$ cat src/rtl/cp0_unit_pkg.sv
// Shared constants for the CP0 unit: register numbers, exception codes and
// decoder op encodings.
package cp0_unit_pkg;

  localparam logic [4:0] REG_SR    = 5'd12;
  localparam logic [4:0] REG_CAUSE = 5'd13;
  localparam logic [4:0] REG_EPC   = 5'd14;
  localparam logic [4:0] REG_PRID  = 5'd15;

  localparam logic [4:0] EXC_INT = 5'd0;
  localparam logic [4:0] EXC_RI  = 5'd10;

  typedef enum logic [1:0] {
    WT_NONE = 2'b00,
    WT_MTC0 = 2'b01,
    WT_MFC0 = 2'b10,
    WT_ERET = 2'b11
  } wt_op_e;

endpackage

$ cat src/rtl/cp0_unit_if.sv
// Decoder <-> CP0 connection: instruction context and op code in, exception
// request, EPC and read data out. Interrupt lines travel with the bundle.
interface cp0_unit_if;
  logic [31:0] PC;
  logic [4:0]  Sel;
  logic [31:0] DIn;
  logic [1:0]  WT_PR;
  logic        OP_EXP;
  logic [5:0]  HWInt;
  logic        INT_REQ;
  logic [31:0] EPC_Out;
  logic [31:0] DOut;

  modport master (
    output PC, Sel, DIn, WT_PR, OP_EXP, HWInt,
    input  INT_REQ, EPC_Out, DOut
  );

  modport slave (
    input  PC, Sel, DIn, WT_PR, OP_EXP, HWInt,
    output INT_REQ, EPC_Out, DOut
  );
endinterface

$ cat src/rtl/cp0_unit.sv
// CP0 unit: SR / Cause / EPC state, PRId constant, combinational exception
// request and mfc0 read mux, with reset > exception > eret > mtc0 priority.
module cp0_unit
  import cp0_unit_pkg::*;
#(
  parameter logic [31:0] PRID_VAL = 32'h4D495053
) (
  input  logic       clk,
  input  logic       reset,
  cp0_unit_if.slave  bus
);

  logic [5:0]  im;
  logic        exl;
  logic        ie;
  logic [5:0]  ip;
  logic [4:0]  exc_code;
  logic [31:0] epc;

  logic        int_pend;
  logic        int_req;
  logic [31:0] dout;
  logic        unused_bits;

  // Exception request from registered SR and live interrupt / RI inputs
  always_comb begin
    int_pend = (|(bus.HWInt & im)) & ie & ~exl;
    int_req  = int_pend | (bus.OP_EXP & ~exl);
  end

  // Register state update: reset, then exception entry, eret, mtc0
  always_ff @(posedge clk) begin
    if (reset) begin
      im       <= '0;
      exl      <= 1'b0;
      ie       <= 1'b0;
      ip       <= '0;
      exc_code <= '0;
      epc      <= '0;
    end else begin
      ip <= bus.HWInt;
      if (int_req) begin
        epc      <= {bus.PC[31:2], 2'b00};
        exl      <= 1'b1;
        exc_code <= int_pend ? EXC_INT : EXC_RI;
      end else if (bus.WT_PR == WT_ERET) begin
        exl <= 1'b0;
      end else if (bus.WT_PR == WT_MTC0) begin
        if (bus.Sel == REG_SR) begin
          im  <= bus.DIn[15:10];
          exl <= bus.DIn[1];
          ie  <= bus.DIn[0];
        end else if (bus.Sel == REG_EPC) begin
          epc <= {bus.DIn[31:2], 2'b00};
        end
      end
    end
  end

  // mfc0 read mux; unimplemented register numbers read as zero
  always_comb begin
    dout = '0;
    case (bus.Sel)
      REG_SR:    dout = {16'b0, im, 8'b0, exl, ie};
      REG_CAUSE: dout = {16'b0, ip, 3'b0, exc_code, 2'b00};
      REG_EPC:   dout = epc;
      REG_PRID:  dout = PRID_VAL;
      default:   dout = '0;
    endcase
  end

  assign bus.INT_REQ = int_req;
  assign bus.EPC_Out = epc;
  assign bus.DOut    = dout;

  // Bits of the write data and PC that no register field holds
  assign unused_bits = ^{bus.DIn[31:16], bus.DIn[9:2], bus.PC[1:0]};

endmodule
$ cat src/flat_wrapper.sv
// flat-port wrapper written by rule: the top's interface ports become plain ports
module cp0_unit_flat import cp0_unit_pkg::*;
#(
  parameter logic [31:0] PRID_VAL = 32'h4D495053
)
  (clk, reset, bus_PC, bus_Sel, bus_DIn, bus_WT_PR, bus_OP_EXP, bus_HWInt, bus_INT_REQ, bus_EPC_Out, bus_DOut);
  cp0_unit_if bus_i ();
  input  logic clk;
  input  logic reset;
  input wire logic [$bits(bus_i.PC)-1:0] bus_PC;
  input wire logic [$bits(bus_i.Sel)-1:0] bus_Sel;
  input wire logic [$bits(bus_i.DIn)-1:0] bus_DIn;
  input wire logic [$bits(bus_i.WT_PR)-1:0] bus_WT_PR;
  input wire logic [$bits(bus_i.OP_EXP)-1:0] bus_OP_EXP;
  input wire logic [$bits(bus_i.HWInt)-1:0] bus_HWInt;
  output wire logic [$bits(bus_i.INT_REQ)-1:0] bus_INT_REQ;
  output wire logic [$bits(bus_i.EPC_Out)-1:0] bus_EPC_Out;
  output wire logic [$bits(bus_i.DOut)-1:0] bus_DOut;
  assign bus_i.PC = bus_PC;
  assign bus_i.Sel = bus_Sel;
  assign bus_i.DIn = bus_DIn;
  assign bus_i.WT_PR = bus_WT_PR;
  assign bus_i.OP_EXP = bus_OP_EXP;
  assign bus_i.HWInt = bus_HWInt;
  assign bus_INT_REQ = bus_i.INT_REQ;
  assign bus_EPC_Out = bus_i.EPC_Out;
  assign bus_DOut = bus_i.DOut;
  cp0_unit #(.PRID_VAL(PRID_VAL)) u_core (.clk(clk), .reset(reset), .bus(bus_i));
endmodule
$ cat config.mk
export PLATFORM = sky130hd
export DESIGN_NAME = cp0_unit_flat
export DESIGN_NICKNAME = d
export VERILOG_FILES = /design/src/rtl/cp0_unit_pkg.sv /design/src/rtl/cp0_unit_if.sv /design/src/rtl/cp0_unit.sv /design/src/flat_wrapper.sv
export SDC_FILE = /design/constraint.sdc
export NUM_CORES = 1
export LEC_CHECK = 0
export ABC_AREA = 1
export ABC_CLOCK_PERIOD_IN_PS = 3300
export CAP_MARGIN = 30
export CORE_ASPECT_RATIO = 1.1
export CORE_MARGIN = 8
export CORE_UTILIZATION = 40
export CTS_CLUSTER_DIAMETER = 80
export DETAILED_ROUTE_END_ITERATION = 10
export PLACE_DENSITY = 0.89
export SETUP_SLACK_MARGIN = 0.02
export SLEW_MARGIN = 25
export SYNTH_ARGS = -nofsm -noshare
export SYNTH_HDL_FRONTEND = slang
export SYNTH_SLANG_ARGS = --single-unit
$ cat constraint.sdc
create_clock -name clk -period 3.3 [get_ports clk]
set_clock_uncertainty 0.15 [all_clocks]
set_input_delay 0.825 -clock clk [delete_from_list [all_inputs] [get_ports clk]]
set_output_delay 0.825 -clock clk [all_outputs]
set_load 0.1 [all_outputs]
==> key figures <==
Pwr
  – Peak VDD IR: 0.295 mV
  – Pwr Total: 1.67 mW
  – Pwr Density: 355 nW/um2
  – Static leakage: 2.21 nW

Global route
  – First-pass GRT wire length: 16,000 um
  – GR Util All Layers: 0.205
  – Total gr overflow: 0
  – Vias in the first global route: 3,341
  – Pin count of the biggest net entering global routing: 63
  – Initial antenna violation count: 0

Synthesis
  – Top cell type by total area after synthesis: dfxtp_1
  – Mapped cell area: 2760 um2
  – Synth area leaders: dfxtp_1 33%, nand2_1 17%, nand4_1 14%
  – Top cell type's share of synthesized area: 0.327
  – Post-Synth Simple-Gate Area: 0.433
  – Mapped Avg Cell Area: 6.10 um2
  – XOR/XNOR Fraction of Synth Area: 0
  – YS warnings: 0
  – Netlist cell types: 23
  – Area fraction in compound gates after synthesis: 0.0867
  – Yosys reg bits: 45
  – Synth Area in Adders: 0
  – Mux cell area share after synthesis: 0
  – Largest family of logic cells by synthesized area: simple AND/OR/NAND/NOR gates
  – Post-synthesis sequential area ratio: 0.327
  – Synth Instances: 452

Timing
  – Slew Viols, Final: 0
  – RSZ-0062 raised after global routing: false
  – Final Hold Fails: 0
  – Max_slew headroom: 0.583
  – Tcrit/Tclk final: 0.939
  – Fmax: 0.323 GHz
  – Tmin final: 3.10 ns
  – Least-Margin Pin Slew: 0.625 ns
  – Setup violators final: 0

Layout
  – Most common cell after layout, fill and taps aside: nand2_1
  – Ant diodes: 0
  – Layout cells sized above 1: 0.205
  – Most frequent cells in the layout: 121 x nand2_1, 72 x clkdlybuf4s50_1, 64 x inv_1, 60 x nand4_1, 47 x buf_4
  – P&R area growth vs syn: 70.7%
  – Layout Cells excl Fill: 663
  – Nets: 661

Setup path
  – Setup crit end kind: output pin
  – Max FO, Critical Path: 9
  – CP startpoint kind: input port
  – Crit path kind: in -> out
  – WP data required: 2.32 ns
  – CP Data Arrival Time: 2.12 ns

Floorplanning
  – Height of the chip: 103 um
  – Area of the core: 6630 um2
  – Num ports: 145
  – Die X: 95.1 um
  – Num rows: 31
  – Initial core utilization: 0.415
  – Full die area: 9800 um2

Placed design
  – GPL Wtd Cong: 0.945
  – # port buffers: 140
  – Placed instance count: 656
  – Placed wire-length estimate: 7770 um

Routing
  – Via density: 5.24
  – 1st-iter DRT viols: 143
  – ANT nets after route: 0
  – Per-cell routed wire length: 15.5 um
  – First-pass DRT Iterations: 4
  – Drt total wl: 10,300 um
  – Residual DRC: 0
  – Via count: 3,475

Flow run
  – Maximum capacitance violations: 0

Hold path
  – Hold WC Path Type: reg -> reg

CTS
  – Clock-pin slew on the worst setup and hold paths: 0.07 ns
  – CTS Hold Buffers Added: 0
  – Setup Buffers After CTS: 0
  – H-Tree Depth: 2
  – CTS tree: built
  – Root buffer cell: clkbuf_8
  – Total CTS buffers: 5
  – Skew-Pair Late Insertion Delay: 0.30 ns
  – Clk buf depth: 2
  – Num Clock Sinks: 45

Run status
  – Status: finished, final reports clean
-- synthesized netlist by cell type --
library cell,count
nand2_1,125
inv_1,65
nand4_1,60
dfxtp_1,45
nor2_1,38
a21oi_1,31
nand3_1,31
clkbuf_1,17
buf_2,14
o211ai_1,5
o21ai_0,4
buf_1,3
buf_4,2
nand2_2,2
o2111ai_1,2
a221oi_1,1
buf_6,1
conb_1,1
inv_2,1
nand3_2,1
nor2_2,1
nor2_4,1
nor3_2,1
-- layout make-up --
| class | instances | area (um2) |
|---|---|---|
| inverters | 66 | 250 |
| clock inverters | 2 | 35.0 |
| flip-flops and latches | 45 | 901 |
| clock buffers | 5 | 68.8 |
| multi-input cells | 305 | 1530 |
| repair buffers | 158 | 1810 |
| fillers | 532 | 1930 |
| well taps | 82 | 103 |
-- final timing paths --
check / endpoint / slack [ns] / depth (start not counted) / start
hold reg to reg: u_core.bus.EPC_Out[17]$_SDFFE_PP0P_ / 0.36 / 2 / u_core.bus.EPC_Out[17]$_SDFFE_PP0P_
hold / removal: u_core.bus.EPC_Out[17]$_SDFFE_PP0P_ / 0.36 / 2 / u_core.bus.EPC_Out[17]$_SDFFE_PP0P_
setup reg to reg: u_core.im[2]$_SDFFE_PP0P_ / 1.22 / 9 / u_core.im[5]$_SDFFE_PP0P_
setup / recovery: bus_DOut[11] / 0.20 / 7 / bus_Sel[3]
-- per-stage QoR --
step | area, um2 | TNS, ns | hold WS, ns | utilization | setup slack (ns)
after floorplan | 2800 | -4.28 | 0.359 | - | -0.378
after global placement | 4540 | -0.0362 | 0.343 | 0.685 | -0.0127
after detailed placement | 4540 | -0.130 | 0.350 | 0.685 | -0.0530
after CTS | 4650 | 0 | 0.361 | 0.701 | 0.0211
after global routing | 4700 | 0 | 0.387 | 0.709 | 0.114
final | 4700 | 0 | 0.359 | 0.709 | 0.203
-- where the power goes --
part           switching (mW)  internal [mW]
sequential             0.0294          0.582
clock                   0.182          0.220
combinational           0.453          0.204
-- registers in the layout, indices dropped and copies added (netlist names) --
register and count:
u_core.exl 1, u_core.exc_code 1, u_core.ip 6, u_core.im 6
u_core.ie 1, u_core.bus.EPC_Out 30
-- kinds of logic (layout without fill, tap and decap cells) --
group | Yosys count | in the layout
and+or+nand+nor | 260 | 260
buffers and inverters | 103 | 231
DFF | 45 | 45
AOI/OAI and AO/OA | 43 | 43
other | 1 | 2
-- what timing repair did --
action,4_1_cts,5_1_grt
resized for setup,3,19
gates cloned,0,0
setup endpoints to repair,18,29
pin swaps,1,2
-- worst max-delay path, stage by stage --
cell           delay (ns)
dlygate4sd2_1        0.30
nand2_8              0.08
nor2_4               0.13
buf_4                0.14
nand2_4              0.09
o211ai_1             0.30
clkbuf_16            0.27
-- layer usage --
metal,track usage,vias to the layer above,share of wire
met2,0.365,165,0.51
li1,-,1726,-
met3,0.0590,22,0.091
met4,0.0781,0,0.026
met5,0,-,0
met1,0.224,1562,0.37
Note: power is estimated with default switching activity, not from simulation.
